## src/rtl/morse_pkg.sv

```systemverilog
`default_nettype none
// ============================================================================
// Module   : morse_pkg
// Brief    : State encoding, Morse unit lengths, char-code constants, ROM helper
// Revision : 1.0
// ============================================================================
package morse_pkg;

  localparam logic [2:0] S_IDLE = 3'd0;
  localparam logic [2:0] S_MARK = 3'd1;
  localparam logic [2:0] S_EGAP = 3'd2;
  localparam logic [2:0] S_LGAP = 3'd3;
  localparam logic [2:0] S_WGAP = 3'd4;

  localparam int DOT_U        = 1;
  localparam int DASH_U       = 3;
  localparam int EGAP_U       = 1;
  localparam int LGAP_U       = 3;
  localparam int WGAP_EXTRA_U = 4;

  localparam logic [5:0] CODE_A   = 6'd0;
  localparam logic [5:0] CODE_0   = 6'd26;
  localparam logic [5:0] CODE_MAX = 6'd35;

  // Patterns are written right-aligned and stored left-aligned so bit 4 is always the next element.
  function automatic logic [7:0] mk_entry(input logic [2:0] len, input logic [4:0] bits);
    logic [4:0] aligned;
    aligned = bits << (3'd5 - len);
    return {len, aligned};
  endfunction

endpackage
`default_nettype wire

```

## src/rtl/morse_rom.sv

```systemverilog
`default_nettype none
// ============================================================================
// Module   : morse_rom
// Brief    : Combinational char_code -> {len, pat}; len=0 marks an invalid code
// Revision : 1.0
// ============================================================================
module morse_rom
  import morse_pkg::*;
(
  input  logic [5:0] char_code,
  output logic [2:0] len,
  output logic [4:0] pat
);

  logic [7:0] w_entry;

  always_comb begin
    w_entry = 8'd0;
    case (char_code)
      CODE_A + 6'd0:  w_entry = mk_entry(3'd2, 5'b00001); // A .-
      CODE_A + 6'd1:  w_entry = mk_entry(3'd4, 5'b01000); // B -...
      CODE_A + 6'd2:  w_entry = mk_entry(3'd4, 5'b01010); // C -.-.
      CODE_A + 6'd3:  w_entry = mk_entry(3'd3, 5'b00100); // D -..
      CODE_A + 6'd4:  w_entry = mk_entry(3'd1, 5'b00000); // E .
      CODE_A + 6'd5:  w_entry = mk_entry(3'd4, 5'b00010); // F ..-.
      CODE_A + 6'd6:  w_entry = mk_entry(3'd3, 5'b00110); // G --.
      CODE_A + 6'd7:  w_entry = mk_entry(3'd4, 5'b00000); // H ....
      CODE_A + 6'd8:  w_entry = mk_entry(3'd2, 5'b00000); // I ..
      CODE_A + 6'd9:  w_entry = mk_entry(3'd4, 5'b00111); // J .---
      CODE_A + 6'd10: w_entry = mk_entry(3'd3, 5'b00101); // K -.-
      CODE_A + 6'd11: w_entry = mk_entry(3'd4, 5'b00100); // L .-..
      CODE_A + 6'd12: w_entry = mk_entry(3'd2, 5'b00011); // M --
      CODE_A + 6'd13: w_entry = mk_entry(3'd2, 5'b00010); // N -.
      CODE_A + 6'd14: w_entry = mk_entry(3'd3, 5'b00111); // O ---
      CODE_A + 6'd15: w_entry = mk_entry(3'd4, 5'b00110); // P .--.
      CODE_A + 6'd16: w_entry = mk_entry(3'd4, 5'b01101); // Q --.-
      CODE_A + 6'd17: w_entry = mk_entry(3'd3, 5'b00010); // R .-.
      CODE_A + 6'd18: w_entry = mk_entry(3'd3, 5'b00000); // S ...
      CODE_A + 6'd19: w_entry = mk_entry(3'd1, 5'b00001); // T -
      CODE_A + 6'd20: w_entry = mk_entry(3'd3, 5'b00001); // U ..-
      CODE_A + 6'd21: w_entry = mk_entry(3'd4, 5'b00001); // V ...-
      CODE_A + 6'd22: w_entry = mk_entry(3'd3, 5'b00011); // W .--
      CODE_A + 6'd23: w_entry = mk_entry(3'd4, 5'b01001); // X -..-
      CODE_A + 6'd24: w_entry = mk_entry(3'd4, 5'b01011); // Y -.--
      CODE_A + 6'd25: w_entry = mk_entry(3'd4, 5'b01100); // Z --..
      CODE_0 + 6'd0:  w_entry = mk_entry(3'd5, 5'b11111);
      CODE_0 + 6'd1:  w_entry = mk_entry(3'd5, 5'b01111);
      CODE_0 + 6'd2:  w_entry = mk_entry(3'd5, 5'b00111);
      CODE_0 + 6'd3:  w_entry = mk_entry(3'd5, 5'b00011);
      CODE_0 + 6'd4:  w_entry = mk_entry(3'd5, 5'b00001);
      CODE_0 + 6'd5:  w_entry = mk_entry(3'd5, 5'b00000);
      CODE_0 + 6'd6:  w_entry = mk_entry(3'd5, 5'b10000);
      CODE_0 + 6'd7:  w_entry = mk_entry(3'd5, 5'b11000);
      CODE_0 + 6'd8:  w_entry = mk_entry(3'd5, 5'b11100);
      CODE_MAX:       w_entry = mk_entry(3'd5, 5'b11110);
      default:        w_entry = 8'd0;
    endcase
  end

  assign len = w_entry[7:5];
  assign pat = w_entry[4:0];

endmodule
`default_nettype wire

```

## src/rtl/morse_keyer.sv

```systemverilog
`default_nettype none
// ============================================================================
// Module   : morse_keyer
// Brief    : Single-character Morse transmitter with ITU timing, handshake, abort, repeat
// Revision : 1.0
// ============================================================================
module morse_keyer
  import morse_pkg::*;
#(
  parameter int UNIT_CYCLES = 25_000_000,
  parameter int CNT_W       = 25
)
(
  input  logic       clk,
  input  logic       reset_n,
  input  logic       start,
  input  logic [5:0] char_code,
  input  logic       repeat_en,
  input  logic       abort,
  output logic       ready,
  output logic       busy,
  output logic       key_out,
  output logic       done,
  output logic       err
);

  localparam logic [CNT_W-1:0] c_reload = CNT_W'(UNIT_CYCLES - 1);

  logic [2:0]       w_rom_len;
  logic [4:0]       w_rom_pat;
  logic [2:0]       r_state, w_state_nxt;
  logic [CNT_W-1:0] r_cnt;
  logic [1:0]       r_units, w_units_load;
  logic [2:0]       r_elems, r_len;
  logic [4:0]       r_shift, r_pat;
  logic             r_key, r_done, r_err;
  logic             w_key_nxt, w_done_nxt, w_err_nxt;
  logic             w_tick, w_last, w_accept, w_invalid, w_enter, w_mark_bit;

  morse_rom u_rom (
    .char_code (char_code),
    .len       (w_rom_len),
    .pat       (w_rom_pat)
  );

  assign w_tick    = (r_cnt == '0);
  assign w_last    = w_tick && (r_units == 2'd0);
  assign w_accept  = start && (r_state == S_IDLE) && !abort;
  assign w_invalid = (w_rom_len == 3'd0);
  assign w_enter   = (w_state_nxt != r_state);

  always_ff @(posedge clk or negedge reset_n) begin
    if (!reset_n) r_state <= S_IDLE;
    else          r_state <= w_state_nxt;
  end

  always_comb begin
    w_state_nxt = r_state;
    if (abort && r_state != S_IDLE) begin
      w_state_nxt = S_IDLE;
    end else begin
      case (r_state)
        S_IDLE: if (w_accept && !w_invalid) w_state_nxt = S_MARK;
        S_MARK: if (w_last) w_state_nxt = (r_elems == 3'd1) ? S_LGAP : S_EGAP;
        S_EGAP: if (w_last) w_state_nxt = S_MARK;
        S_LGAP: if (w_last) w_state_nxt = repeat_en ? S_WGAP : S_IDLE;
        S_WGAP: if (w_last) w_state_nxt = S_MARK;
        default: w_state_nxt = S_IDLE;
      endcase
    end
  end

  // The element about to be keyed comes from the ROM on a fresh start, the latched copy on a repeat.
  always_comb begin
    w_mark_bit = r_shift[4];
    if (r_state == S_IDLE)      w_mark_bit = w_rom_pat[4];
    else if (r_state == S_WGAP) w_mark_bit = r_pat[4];
    case (w_state_nxt)
      S_MARK:  w_units_load = w_mark_bit ? 2'(DASH_U - 1) : 2'(DOT_U - 1);
      S_EGAP:  w_units_load = 2'(EGAP_U - 1);
      S_LGAP:  w_units_load = 2'(LGAP_U - 1);
      S_WGAP:  w_units_load = 2'(WGAP_EXTRA_U - 1);
      default: w_units_load = 2'd0;
    endcase
    w_key_nxt  = (w_state_nxt == S_MARK);
    w_err_nxt  = w_accept && w_invalid;
    w_done_nxt = w_err_nxt || (r_state == S_LGAP && w_state_nxt == S_IDLE && !abort);
  end

  always_ff @(posedge clk or negedge reset_n) begin
    if (!reset_n) begin
      r_cnt   <= '0;
      r_units <= 2'd0;
      r_elems <= 3'd0;
      r_shift <= 5'd0;
      r_len   <= 3'd0;
      r_pat   <= 5'd0;
      r_key   <= 1'b0;
      r_done  <= 1'b0;
      r_err   <= 1'b0;
    end else begin
      r_key  <= w_key_nxt;
      r_done <= w_done_nxt;
      r_err  <= w_err_nxt;
      if (w_accept) begin
        r_len <= w_rom_len;
        r_pat <= w_rom_pat;
      end
      if (w_state_nxt == S_IDLE)  r_cnt <= '0;
      else if (w_enter || w_tick) r_cnt <= c_reload;
      else                        r_cnt <= r_cnt - CNT_W'(1);
      if (w_enter)                           r_units <= w_units_load;
      else if (w_tick && r_state != S_IDLE)  r_units <= r_units - 2'd1;
      if (w_accept) begin
        r_shift <= w_rom_pat;
        r_elems <= w_rom_len;
      end else if (r_state == S_WGAP && w_state_nxt == S_MARK) begin
        r_shift <= r_pat;
        r_elems <= r_len;
      end else if (r_state == S_MARK && w_enter) begin
        r_shift <= r_shift << 1;
        r_elems <= r_elems - 3'd1;
      end
    end
  end

  assign ready   = (r_state == S_IDLE);
  assign busy    = ~ready;
  assign key_out = r_key;
  assign done    = r_done;
  assign err     = r_err;

endmodule
`default_nettype wire

```

## config.mk

```make
export PLATFORM = sky130hd
export DESIGN_NAME = morse_keyer
export DESIGN_NICKNAME = d
export VERILOG_FILES = /design/src/rtl/morse_pkg.sv /design/src/rtl/morse_rom.sv /design/src/rtl/morse_keyer.sv
export SDC_FILE = /design/constraint.sdc
export NUM_CORES = 1
export LEC_CHECK = 0
export ABC_AREA = 1
export CORE_MARGIN = 4
export CORE_UTILIZATION = 30
export DETAILED_ROUTE_END_ITERATION = 6
export PLACE_DENSITY = 0.46
export SETUP_SLACK_MARGIN = 0.02
export SLEW_MARGIN = 40
export SYNTH_ARGS = -nofsm -noshare
export SYNTH_HDL_FRONTEND = slang
export SYNTH_HIERARCHICAL = 1
export SYNTH_SLANG_ARGS = --single-unit
```

## constraint.sdc

```tcl
create_clock -name clk -period 6.6 [get_ports clk]
set_input_delay 1.32 -clock clk [delete_from_list [all_inputs] [get_ports clk]]
set_output_delay 1.32 -clock clk [all_outputs]
set_load 0.01 [all_outputs]
```

Word-level counts from Yosys, hierarchy flattened

Memory sizes are Yosys's and may differ from the RTL's.
Index checks and enable logic that the tools add are counted.

Muxes and demuxes: 22
$lt $le $gt $ge: 0
Multipliers: 0
$add $sub $neg: 3
Reductions and logical operators: 24
Bitwise logic cells: 1
Shift-type cells: 0
Equality and inequality tests: 9
Div/mod/pow operators: 0

Operator list:

| operator              | count |
|---|---|
| $mux 25               | 2 |
| $mux 3                | 9 |
| $logic_not 25->1      | 1 |
| $sub 25x1->25 const B | 1 |
| $mux 5                | 3 |
| $pmux 3 s4            | 1 |
| $logic_and 1x1->1     | 11 |
| $eq 3x1->1 const B    | 3 |
| $eq 3x2->1 const B    | 3 |
| $logic_not 3->1       | 3 |
| $eq 3x3->1 const B    | 2 |
| $mux 2                | 3 |
| $pmux 2 s3            | 1 |
| $reduce_bool 3->1     | 2 |
| $mux 1                | 3 |
| $ne 3x3->1            | 1 |
| $sub 3x1->3 const B   | 1 |
| $logic_not 1->1       | 2 |
| $logic_not 2->1       | 1 |
| $logic_or 1x1->1      | 2 |
| $reduce_bool 2->1     | 1 |
| $reduce_or 2->1       | 1 |
| $sub 2x1->2 const B   | 1 |
| $not 1->1             | 1 |

Register bits after elaboration: 49
Memories kept: 1
Logic and storage cells: 70
Bits in latches: 0
Input port bits: 11
Output and inout port bits: 5
Bits in writable memories: 0
Memory bits (read-only): 512

Memory list:

| memory          | words | width | rd ports | clocked after Yosys merged registers in | wr ports | RTL line        | text |
|---|---|---|---|---|---|---|---|
| (no name shown) | 64    | 8     | 1        | 0                                       | 0        | morse_rom.sv:19 | `case (char_code)` |

Logic depth before layout (Yosys ltp)

Gate-level depths: netlist of run 1.

Depth after elaboration: 12
Gate-level depth with buffers: 19

Hierarchy

Netlist of run 1, hierarchy kept.

By module, submodules not included:

| module      | cells each | times used | area an instance (µm²) | sequential area each (µm²) |
|---|---|---|---|---|
| morse_keyer | 387        | 1          | 2901.5                 | 1226.2 |
| morse_rom   | 98         | 1          | 519.2                  | 0.0 |

Worst setup path before layout of run 1

No wires, ideal clock.

Path kind: input to register
From: input port char_code[0]
To: register r_elems[0]
Setup time: 117 ps
Data arrival time: 3300 ps
Setup slack: 3184 ps
Required time: 6483 ps
Cell stages on the path: 15
Path through: inv_1 > ha_1 > o21ai_0 > o21ai_0 > nand2_1 > nor2_1 > or3_1 > nand2_1 > nand2_2 > nand4_2 > nand2_1 > inv_1 > nand2_4 > nand2_1 > nand2_1

Longest elaborated chain between the ends: 11
Elaborated cells on any way between the ends: 14
Classes of those cells: eq/ne (2); mux (5); reduce/logical (6); memory (1)

RTL lines:

| what                   | RTL line           | text |
|---|---|---|
| start: declaration     | morse_keyer.sv:17  | `input logic [5:0] char_code,` |
| $mem_v2 64x8 *         | n/a                |  |
| named net w_rom_len[1] | morse_keyer.sv:29  | `logic [2:0] w_rom_len;` |
| $logic_not 3->1 *      | morse_keyer.sv:49  | `assign w_invalid = (w_rom_len == 3'd0);` |
| $logic_not 1->1 *      | morse_keyer.sv:63  | `S_IDLE: if (w_accept && !w_invalid) w_state_nxt = S_MARK;` |
| $logic_and 1x1->1 *    | morse_keyer.sv:63  |  |
| $mux 3 *               | morse_keyer.sv:63  |  |
| $pmux 3 s4 *           | morse_keyer.sv:62  | `case (r_state)` |
| $mux 3 *               | morse_keyer.sv:59  | `if (abort && r_state != S_IDLE) begin` |
| $eq 3x1->1             | morse_keyer.sv:117 | `end else if (r_state == S_WGAP && w_state_nxt == S_MARK) begin` |
| $logic_and 1x1->1      | morse_keyer.sv:117 |  |
| $mux 3                 | morse_keyer.sv:117 |  |
| $mux 3                 | morse_keyer.sv:114 | `if (w_accept) begin` |
| end signal: assignment | morse_keyer.sv:116 | `r_elems <= w_rom_len;` |
| end signal: assignment | morse_keyer.sv:119 | `r_elems <= r_len;` |
| end signal: assignment | morse_keyer.sv:122 | `r_elems <= r_elems - 3'd1;` |
| end: declaration       | morse_keyer.sv:34  | `logic [2:0] r_elems, r_len;` |

Mark *: on every way through the listed nets, which the timed path passes. The rest lies on a longest branch.
A chain may end at the register's enable or synchronous reset.

Worst setup path after layout of run 1

From: input port char_code[0]
To: register r_shift[3]

Longest elaborated chain between the ends: 11
Elaborated cells on any way between the ends: 14
Classes of those cells: eq/ne (2); mux (5); reduce/logical (6); memory (1)

RTL lines:

| what                   | RTL line           | text |
|---|---|---|
| $mem_v2 64x8 *         | n/a                |  |
| named net w_rom_len[1] | morse_keyer.sv:29  |  |
| $logic_not 3->1 *      | morse_keyer.sv:49  |  |
| $logic_not 1->1 *      | morse_keyer.sv:63  |  |
| $logic_and 1x1->1 *    | morse_keyer.sv:63  |  |
| $mux 3 *               | morse_keyer.sv:63  |  |
| $pmux 3 s4 *           | morse_keyer.sv:62  |  |
| $mux 3 *               | morse_keyer.sv:59  |  |
| $eq 3x1->1             | morse_keyer.sv:117 |  |
| $logic_and 1x1->1      | morse_keyer.sv:117 |  |
| $mux 5                 | morse_keyer.sv:117 |  |
| $mux 5                 | morse_keyer.sv:114 |  |
| end signal: assignment | morse_keyer.sv:115 | `r_shift <= w_rom_pat;` |
| end signal: assignment | morse_keyer.sv:118 | `r_shift <= r_pat;` |
| end signal: assignment | morse_keyer.sv:121 | `r_shift <= r_shift << 1;` |
| end: declaration       | morse_keyer.sv:35  | `logic [4:0] r_shift, r_pat;` |

Marked as above.

==> results_dict.tcl, run 1 <==
set metrics [dict create \
    status "complete, no violations" \
    grt_pass1_vias 2869 \
    cp-startpoint "char_code[0]" \
    path_class "in2reg" \
    first_pass_iters 4 \
    hold_buffers 0 \
    diodes 0 \
    pre_cts_slack_ps 1896 \
    clk_latency_ps 300 \
    die_w_um 114.8 \
    avgViaCountPerCell 4.578 \
    rows 38 \
    gr-total-overflow 0 \
    sw_frac_of_total 0.4926 \
    synth_area_mm2 0.003421 \
    slew_headroom 0.5715 \
    rsz0062_at_grt "false" \
    reg2reg_depth 13 \
    skew_ps 12.84 \
    route.vias.total 2939 \
    synth_seq_cells 49 \
    r2r-end "r_shift[3]" \
    route.antenna.remaining_nets 0 \
    ys_seq_area_frac 0.3584 \
    initial_core_util 0.3115 \
    wirelength_um 7704 \
    path_max_fanout 10 \
    synth_nets 507 \
    clock_power_share 0.144 \
    postSynthAreaPerCell_um2 7.053 \
    fp.dieH_um 114.8 \
    setup_ws_ps 2227 \
    synth_top_cells_by_count "nand2_1 (166), inv_1 (65), dfrtp_1 (49), nor2_1 (49), nand3_1 (34)" \
    post_cts_buffers 0 \
    synthArstFlopShare 1.000 \
    multi_input_area_mm2 0.001877 \
    hold_path.class "reg2reg" \
    drive_gt1_frac 0.09363 \
    end_kind "flop" \
    synthCells 485 \
    detail_route.wl_per_cell_um 12.00 \
    ys.flop_type "dfrtp_1" \
    ir_worst_vdd_v 0.0002071 \
    cellInternalPower_w 0.001052 \
    postPlaceCellArea_mm2 0.003686 \
    design.core.area_mm2 0.01098 \
    fin_crit_ps 4373 \
    hold_start "r_pat[1]" \
    finalSetupViolCount 0 \
    port-buffer-count 15 \
    required_ps 6800 \
    drv_cap 0 \
    synth.most_common_cell "nand2_1" \
    p_seq_frac 0.241 \
    finalMaxSlewViolations 0 \
    critPathLaunchType "input pin" \
    grt_start_max_net_pins 50 \
    switching_power_w 0.001021 \
    numCtsBuffers 5 \
    clkSinkCount 49 \
    yosysTopAreaCellShare 0.3584 \
    hpwl_um 5630 \
    period_share 0.6625 \
    seq_area_mm2 0.001226 \
    ys_top_cells_by_area "dfrtp_1 (36%), nand2_1 (18%), inv_1 (7.1%)" \
    htreeDepth 2 \
    r2r_setup_slack_ps 3560 \
    clk_pin_slew_worst_paths_ps 70 \
    yosys_warnings 6 \
    r2r_start "r_state[1]" \
    max_freq_mhz 228.7 \
    antenna_found_initial 0 \
    pwr-share-comb 0.615 \
    area_delta_synth_final_pct 12.66 \
    root_buffer "clkbuf_16" \
    fin_nets 523 \
    ys_types 33 \
    cts-resized-gates 0 \
    synth_top_cell_by_area "dfrtp_1" \
    tightest_slew_ps 642.7 \
    drtIter0Drc 180 \
    drc 0 \
    grt_pass1_wl_um 13680 \
    synth_edf_count 0 \
    hold_path_end "r_pat[1]" \
    tns_ps 0 \
    io_pins 16 \
    worstPathArrival_ps 4570 \
    min_path_cells 2 \
    routabilityCongestion 0.9051 \
    nFillCells 1182 \
    powerDensity_mw_per_mm2 537.9 \
    track_usage 0.1269 \
    p_leak_nw 2.135 \
    cts.path.max_buffers 2 \
    die_area_mm2 0.01317 \
    hold_violations 0 \
    final_cell_area_mm2 0.003854 \
    cts_tree "done" \
]
==> critical path: stages <==
cell	delay, ps
clkdlybuf4s50_1	630
inv_1	190
ha_1	380
o21ai_0	170
o21ai_0	90
nand2_1	80
nor2_1	50
or3_1	410
nand2_1	110
nand2_2	100
nand4_2	210
nand2_1	210
inv_1	320
nand2_4	140
nand2_1	100
nand2_1	50
==> per-stage QoR <==
step / util / cells / power [W] / hold WS, ps
2_1_floorplan: - / 485 / 0.001568 / 443.6
3_3_place_gp: 0.3350 / 634 / 0.001794 / 461.6
3_5_place_dp: 0.3356 / 634 / 0.001798 / 466.3
4_1_cts: 0.3509 / 642 / 0.002112 / 487.2
5_1_grt: 0.3509 / 642 / 0.002319 / 500.2
6_report: 0.3509 / 642 / 0.002073 / 482.3
==> cell families after synthesis <==
| logic type | after synthesis | synth area share |
|---|---|---|
| adder cells (fa/ha/maj) | 11 | 0.04023 |
| flip-flops | 49 | 0.3585 |
| AND/OR/NAND/NOR | 302 | 0.4082 |
| AO/OA/AOI/OAI | 26 | 0.04206 |
| buffers and inverters | 75 | 0.09473 |
| XOR/XNOR | 22 | 0.05633 |
==> layer usage <==
layer  routed length [um]  up-vias  part of all wire  GRT usage
met3                  239       13             0.031    0.02474
met4                  108        0             0.014    0.03365
met5                    0        -                 0          0
met1                 3838     1349              0.50     0.1700
li1                     -     1532                 -          -
met2                 3517       45              0.46     0.2107
==> layout make-up <==
type                            count  share of cell area
Timing Repair Buffer               16             0.03961
Tap cell                          140             0.04545
Clock buffer                        6             0.03344
Inverter                           68             0.06623
Sequential cell                    49              0.3182
Clock inverter                      2             0.01006
Multi-Input combinational cell    361              0.4870
==> worst max-delay path by stage <==
stage	end	slack (ps)	cells after the start
2_1_floorplan	r_elems[0]	3180	15
3_3_place_gp	r_shift[3]	1930	16
3_5_place_dp	r_shift[3]	1900	16
4_1_cts	r_shift[3]	2220	16
5_1_grt	r_shift[1]	1930	16
6_report	r_shift[3]	2230	16
==> placed cells by master, fill, tap and decap left out, drive strengths merged, types with 11 or more instances in the layout <==
cell type      count
xnor2             14
nand2            181
dfrtp             49
clkdlybuf4s50     14
nand4             12
inv               68
o21ai             17
nor2              57
nand3             38
ha                11
==> power groups by stage <==
stage | Sequential [W] | Clock (W) | Combinational [W]
floorplan | 0.000486 | 0 | 0.00108
global placement | 0.000506 | 0 | 0.00129
detailed placement | 0.000504 | 0 | 0.00129
CTS | 0.000500 | 0.000310 | 0.00130
global route | 0.000513 | 0.000321 | 0.00149
finish | 0.000499 | 0.000299 | 0.00127
==> registers in the layout (all words and copies together), names as in the netlist <==
register,count
r_units,2
r_pat,5
r_elems,3
r_len,3
done,1
r_cnt,25
key_out,1
err,1
r_state,3
r_shift,5
Note: power is estimated with default switching activity, not from simulation.
==> inputs of run 2 (changes only) <==
--- a/config.mk
+++ b/config.mk
@@ -9,7 +9,7 @@
 export CORE_MARGIN = 4
 export CORE_UTILIZATION = 30
 export DETAILED_ROUTE_END_ITERATION = 6
-export PLACE_DENSITY = 0.46
+export PLACE_DENSITY = 0.48
 export SETUP_SLACK_MARGIN = 0.02
 export SLEW_MARGIN = 40
 export SYNTH_ARGS = -nofsm -noshare
==> constraint.sdc (replaced) <==
create_clock -name clk -period 3.8 [get_ports clk]
set_input_delay 0.76 -clock clk [delete_from_list [all_inputs] [get_ports clk]]
set_output_delay 0.76 -clock clk [all_outputs]
set_load 0.01 [all_outputs]
==> run 2 against run 1 <==
Effect of this change:
- register-to-register slack got worse by 2300 ps
- global-route usage rose by 0.26 points
- wire length rose by 1.2%
- cell area rose by 1.3%
- clock skew fell by 2.9 ps
- sequential share of layout area fell by 0.40 points
- via count rose by 1.6%
==> results_dict.tcl, run 2 (synthesis gave the netlist of run 1 again) <==
set metrics [dict create \
    cp-endpoint "r_cnt[9]" \
    clk_latency_ps 290 \
    largest_register_ffs 25 \
    crit_slowest_cell "clkdlybuf4s50_1" \
    worstPathArrival_ps 3560 \
    design.core.area_mm2 0.01098 \
    track_usage 0.1296 \
    grt_pass1_wl_um 14050 \
    p_leak_nw 2.172 \
    clkSinkCount 49 \
    switching_power_w 0.001771 \
    postPlaceCellArea_mm2 0.003761 \
    end_kind "flop" \
    worstPathCellList "clkdlybuf4s50_1, inv_1, ha_1, o21ai_0, o21ai_0, nand2_1, nor2_1, or3_1, nand2_1, nand2_2, nand3_1, nand3_4, nor2_8, nand2_4, a21oi_1" \
    diodes 0 \
    nFillCells 1158 \
    final_common_cell "nand2_1" \
    route.vias.total 2986 \
    numCtsBuffers 5 \
    post_cts_buffers 0 \
    drv_cap 0 \
    pwr-share-comb 0.633 \
    wirelength_um 7798 \
    max_freq_mhz 299.5 \
    routabilityCongestion 0.8700 \
    period_share 0.8785 \
    sw_frac_of_total 0.4973 \
    hold_violations 0 \
    path_max_fanout 18 \
    clk_pin_slew_worst_paths_ps 70 \
    hpwl_um 5995 \
    cp.depth 15 \
    slowest_delay_ps 470 \
    cts-resized-gates 0 \
    tightest_slew_ps 623.8 \
    crit_buf_inv 2 \
    powerDensity_mw_per_mm2 912.3 \
    io_pins 16 \
    rsz0062_at_grt "false" \
    die_w_um 114.8 \
    antenna_found_initial 0 \
    slew_headroom 0.5807 \
    crit_family "simple AND/OR/NAND/NOR gates" \
    skew_ps 9.916 \
    r2r_setup_slack_ps 1250 \
    status "complete, no violations" \
    final_cell_area_mm2 0.003902 \
    htreeDepth 2 \
    hold_buffers 0 \
    fin_crit_ps 3338 \
    critPathLaunchType "input pin" \
    drive_gt1_frac 0.1113 \
    finalMaxSlewViolations 0 \
    tns_ps 0 \
    drc 0 \
    initial_core_util 0.3115 \
    avgViaCountPerCell 4.580 \
    rows 38 \
    root_buffer "clkbuf_16" \
    multi_input_area_mm2 0.001877 \
    largest_register "r_cnt" \
    reg.largest.list "r_cnt x25, r_pat x5, r_shift x5" \
    mostFrequentLayoutCells "nand2_1 (166), inv_1 (65), nor2_1 (49), dfrtp_1 (49), nand3_1 (34)" \
    clock_power_share 0.123 \
    path_class "in2reg" \
    die_area_mm2 0.01317 \
    reg2reg_depth 16 \
    r2r-end "r_cnt[9]" \
    cts_tree "done" \
    ir_worst_vdd_v 0.0003485 \
    route.antenna.remaining_nets 0 \
    drtIter0Drc 183 \
    fin_nets 533 \
    gr-total-overflow 0 \
    r2r_start "r_cnt[0]" \
    cts.path.max_buffers 2 \
    finalSetupViolCount 0 \
    fp.dieH_um 114.8 \
    seq_area_mm2 0.001226 \
    required_ps 4020 \
    cp-startpoint "char_code[0]" \
    detail_route.wl_per_cell_um 11.96 \
    port-buffer-count 15 \
    area_delta_synth_final_pct 14.08 \
    p_seq_frac 0.244 \
    first_pass_iters 4 \
    grt_start_max_net_pins 32 \
    hold_path.class "in2async" \
    grt_pass1_vias 2960 \
    cellInternalPower_w 0.001790 \
]
-- run 2: power by group through the flow --
stage | sequential (W) | combinational (W) | clock [W]
6_report | 0.000870 | 0.00225 | 0.000437
5_1_grt | 0.000896 | 0.00263 | 0.000476
4_1_cts | 0.000870 | 0.00231 | 0.000453
3_5_place_dp | 0.000877 | 0.00230 | 0
3_3_place_gp | 0.000878 | 0.00227 | 0
2_1_floorplan | 0.000844 | 0.00188 | 0
-- run 2: routing by layer --
layer / routed length, um / global-route usage / vias up
met1: 3720 / 0.1739 / 1364
li1: - / - / 1561
met4: 108 / 0.03521 / 0
met2: 3712 / 0.2130 / 50
met5: 0 / 0 / -
met3: 256 / 0.02684 / 11
-- run 2: area by class of cell --
class | count | share of cell area
clock buffers | 6 | 0.03302
repair buffers | 26 | 0.05899
inverters | 68 | 0.06541
flip-flops and latches | 49 | 0.3142
multi-input cells | 361 | 0.4809
well taps | 140 | 0.04489
clock inverters | 2 | 0.002565
-- run 2: worst min-delay path by stage --
stage / from / endpoint / slack (ps) / cells after the start
2_1_floorplan: r_pat[1] / r_pat[1] / 440 / 2
6_report: reset_n / r_cnt[7] / 400 / 1
4_1_cts: r_pat[0] / r_pat[0] / 480 / 2
5_1_grt: reset_n / r_cnt[7] / 430 / 1
3_5_place_dp: r_pat[0] / r_pat[0] / 460 / 2
3_3_place_gp: r_pat[0] / r_pat[0] / 460 / 2
-- run 2: stage by stage --
| step | worst slack (ps) | util | hold slack (ps) | power (W) | std cells |
|---|---|---|---|---|---|
| 6_report | 461.6 | 0.3553 | 401.7 | 0.003560 | 652 |
| 2_1_floorplan | 943.5 | - | 443.6 | 0.002723 | 485 |
| 5_1_grt | 158.6 | 0.3553 | 429.6 | 0.004000 | 652 |
| 3_3_place_gp | 184.6 | 0.3419 | 459.5 | 0.003151 | 644 |
| 4_1_cts | 444.0 | 0.3551 | 479.9 | 0.003629 | 652 |
| 3_5_place_dp | 147.7 | 0.3424 | 462.8 | 0.003174 | 644 |
==> inputs of run 3 (changes only) <==
--- a/config.mk
+++ b/config.mk
@@ -7,9 +7,9 @@
 export LEC_CHECK = 0
 export ABC_AREA = 1
 export CORE_MARGIN = 4
-export CORE_UTILIZATION = 30
+export CORE_UTILIZATION = 55
 export DETAILED_ROUTE_END_ITERATION = 6
-export PLACE_DENSITY = 0.48
+export PLACE_DENSITY = 0.78
 export SETUP_SLACK_MARGIN = 0.02
 export SLEW_MARGIN = 40
 export SYNTH_ARGS = -nofsm -noshare
==> run 3 against run 2 <==
Effect of this change:
- sequential power hardly changed
- cell count is 10% lower
- critical path depth is 2 higher
- clock skew hardly changed
- worst setup slack worse by 100 ps
- combinational power hardly changed
- largest cell class unchanged
- fmax is 3.0% lower
- cell area is 3.3% lower
- utilization is 27 points higher
- wire length is 5.6% lower
==> results_dict.tcl, run 3 (synthesis gave the netlist of run 1 again) <==
set metrics [dict create \
    utilization 0.6299 \
    clk_pin_slew_worst_paths_ps 90 \
    cts_tree "done" \
    rows 28 \
    gr-total-overflow 0 \
    drv_cap 0 \
    routabilityCongestion 0.9110 \
    worstPathArrival_ps 3690 \
    area_delta_synth_final_pct 10.31 \
    critPathLaunchType "input pin" \
    hold_buffers 0 \
    detail_route.wl_per_cell_um 12.61 \
    required_ps 4050 \
    largest_register_ffs 25 \
    p_leak_nw 2.145 \
    grt_pass1_vias 3012 \
    cts-resized-gates 0 \
    max_freq_mhz 290.5 \
    die_w_um 86.87 \
    largest_register "r_cnt" \
    finalSetupViolCount 0 \
    io_pins 16 \
    numCtsBuffers 5 \
    mostFrequentLayoutCells "nand2_1 (166), inv_1 (65), nor2_1 (49), dfrtp_1 (49), nand3_1 (34)" \
    fp.dieH_um 86.87 \
    clkSinkCount 49 \
    grt_pass1_wl_um 13080 \
    placed_cells_incl_taps 576 \
    skew_ps 9.907 \
    root_buffer "clkbuf_8" \
    r2r_setup_slack_ps 1210 \
    final_common_cell "nand2_1" \
    fin_nets 530 \
    tightest_slew_ps 575.9 \
    tns_ps 0 \
    hold_violations 0 \
    hold_path.class "in2async" \
    drive_gt1_frac 0.1061 \
    path_class "in2reg" \
    route.antenna.remaining_nets 0 \
    htreeDepth 2 \
    hpwl_um 5623 \
    postPlaceCellArea_mm2 0.003657 \
    wirelength_um 7362 \
    reg.largest.list "r_cnt x25, r_pat x5, r_shift x5" \
    end_kind "flop" \
    ir_worst_vdd_v 0.0005318 \
    slew_headroom 0.6129 \
    cts.path.max_buffers 2 \
    avgViaCountPerCell 5.178 \
    r2r-end "r_cnt[20]" \
    die_area_mm2 0.007546 \
    clk_latency_ps 300 \
    status "complete, no violations" \
    drtIter0Drc 134 \
    final_cell_area_mm2 0.003774 \
    powerDensity_mw_per_mm2 928.9 \
    rsz0062_at_grt "false" \
    total_power_w 0.003505 \
    reg2reg_depth 17 \
    first_pass_iters 4 \
    route.vias.total 3024 \
    antenna_found_initial 0 \
    r2r_start "r_cnt[0]" \
    final_cells 584 \
    finalMaxSlewViolations 0 \
    period_share 0.9060 \
    grt_start_max_net_pins 26 \
    path_max_fanout 12 \
    nFillCells 552 \
    drc 0 \
    initial_core_util 0.5710 \
    port-buffer-count 15 \
    post_cts_buffers 0 \
    diodes 0 \
    fin_crit_ps 3443 \
    track_usage 0.2147 \
    design.core.area_mm2 0.005991 \
]
## run 3: area by class of cell
type	instances	area, um^2	area share
Clock buffer	7	86.33	0.02288
Timing Repair Buffer	23	205.2	0.05438
Tap cell	75	93.84	0.02487
Clock inverter	1	30.03	0.007958
Sequential cell	49	1226	0.3249
Multi-Input combinational cell	361	1877	0.4973
Inverter	68	255.2	0.06764
## run 3: worst max-delay path by stage
stage                 start         end  slack (ps)  cells after the start
6_report       char_code[2]  r_elems[1]         360                     17
5_1_grt        char_code[2]  r_shift[2]         120                     17
4_1_cts        char_code[2]  r_elems[1]         390                     17
3_5_place_dp   char_code[2]  r_elems[1]          70                     17
3_3_place_gp   char_code[2]  r_elems[1]         180                     17
2_1_floorplan  char_code[0]  r_elems[0]         940                     15
## run 3: report_power, final
part           switching [W]  leakage [nW]  internal [W]
sequential          0.000145         0.655      0.000723
combinational        0.00145          1.43      0.000801
clock               0.000173        0.0585      0.000215
total                0.00177          2.14       0.00174
## run 3: worst max-delay path, stage by stage
cell             delay, ps
clkdlybuf4s50_1        630
inv_2                  290
nand2_1                 80
nand3_1                130
nand3_1                 90
nand3_1                 90
nand2_1                 60
or3_1                  420
nand2_1                100
nand2_2                100
nand2_1                160
nand2_1                160
nand3_4                160
nand2_2                160
nand2_4                150
nand2_1                 70
nand2_1                 60
## run 3: stage by stage
step	setup WS (ps)	hold WS, ps
floorplan	943.5	443.6
global placement	184.0	461.0
detailed placement	65.63	462.7
CTS	388.2	442.9
global route	119.6	467.4
finish	357.1	427.8
## run 3: layer usage
layer	GRT usage	vias up	part of all wire
met4	0.07082	0	0.020
met5	0	-	0
met2	0.3934	70	0.51
met1	0.2559	1392	0.43
li1	-	1544	-
met3	0.03027	18	0.035
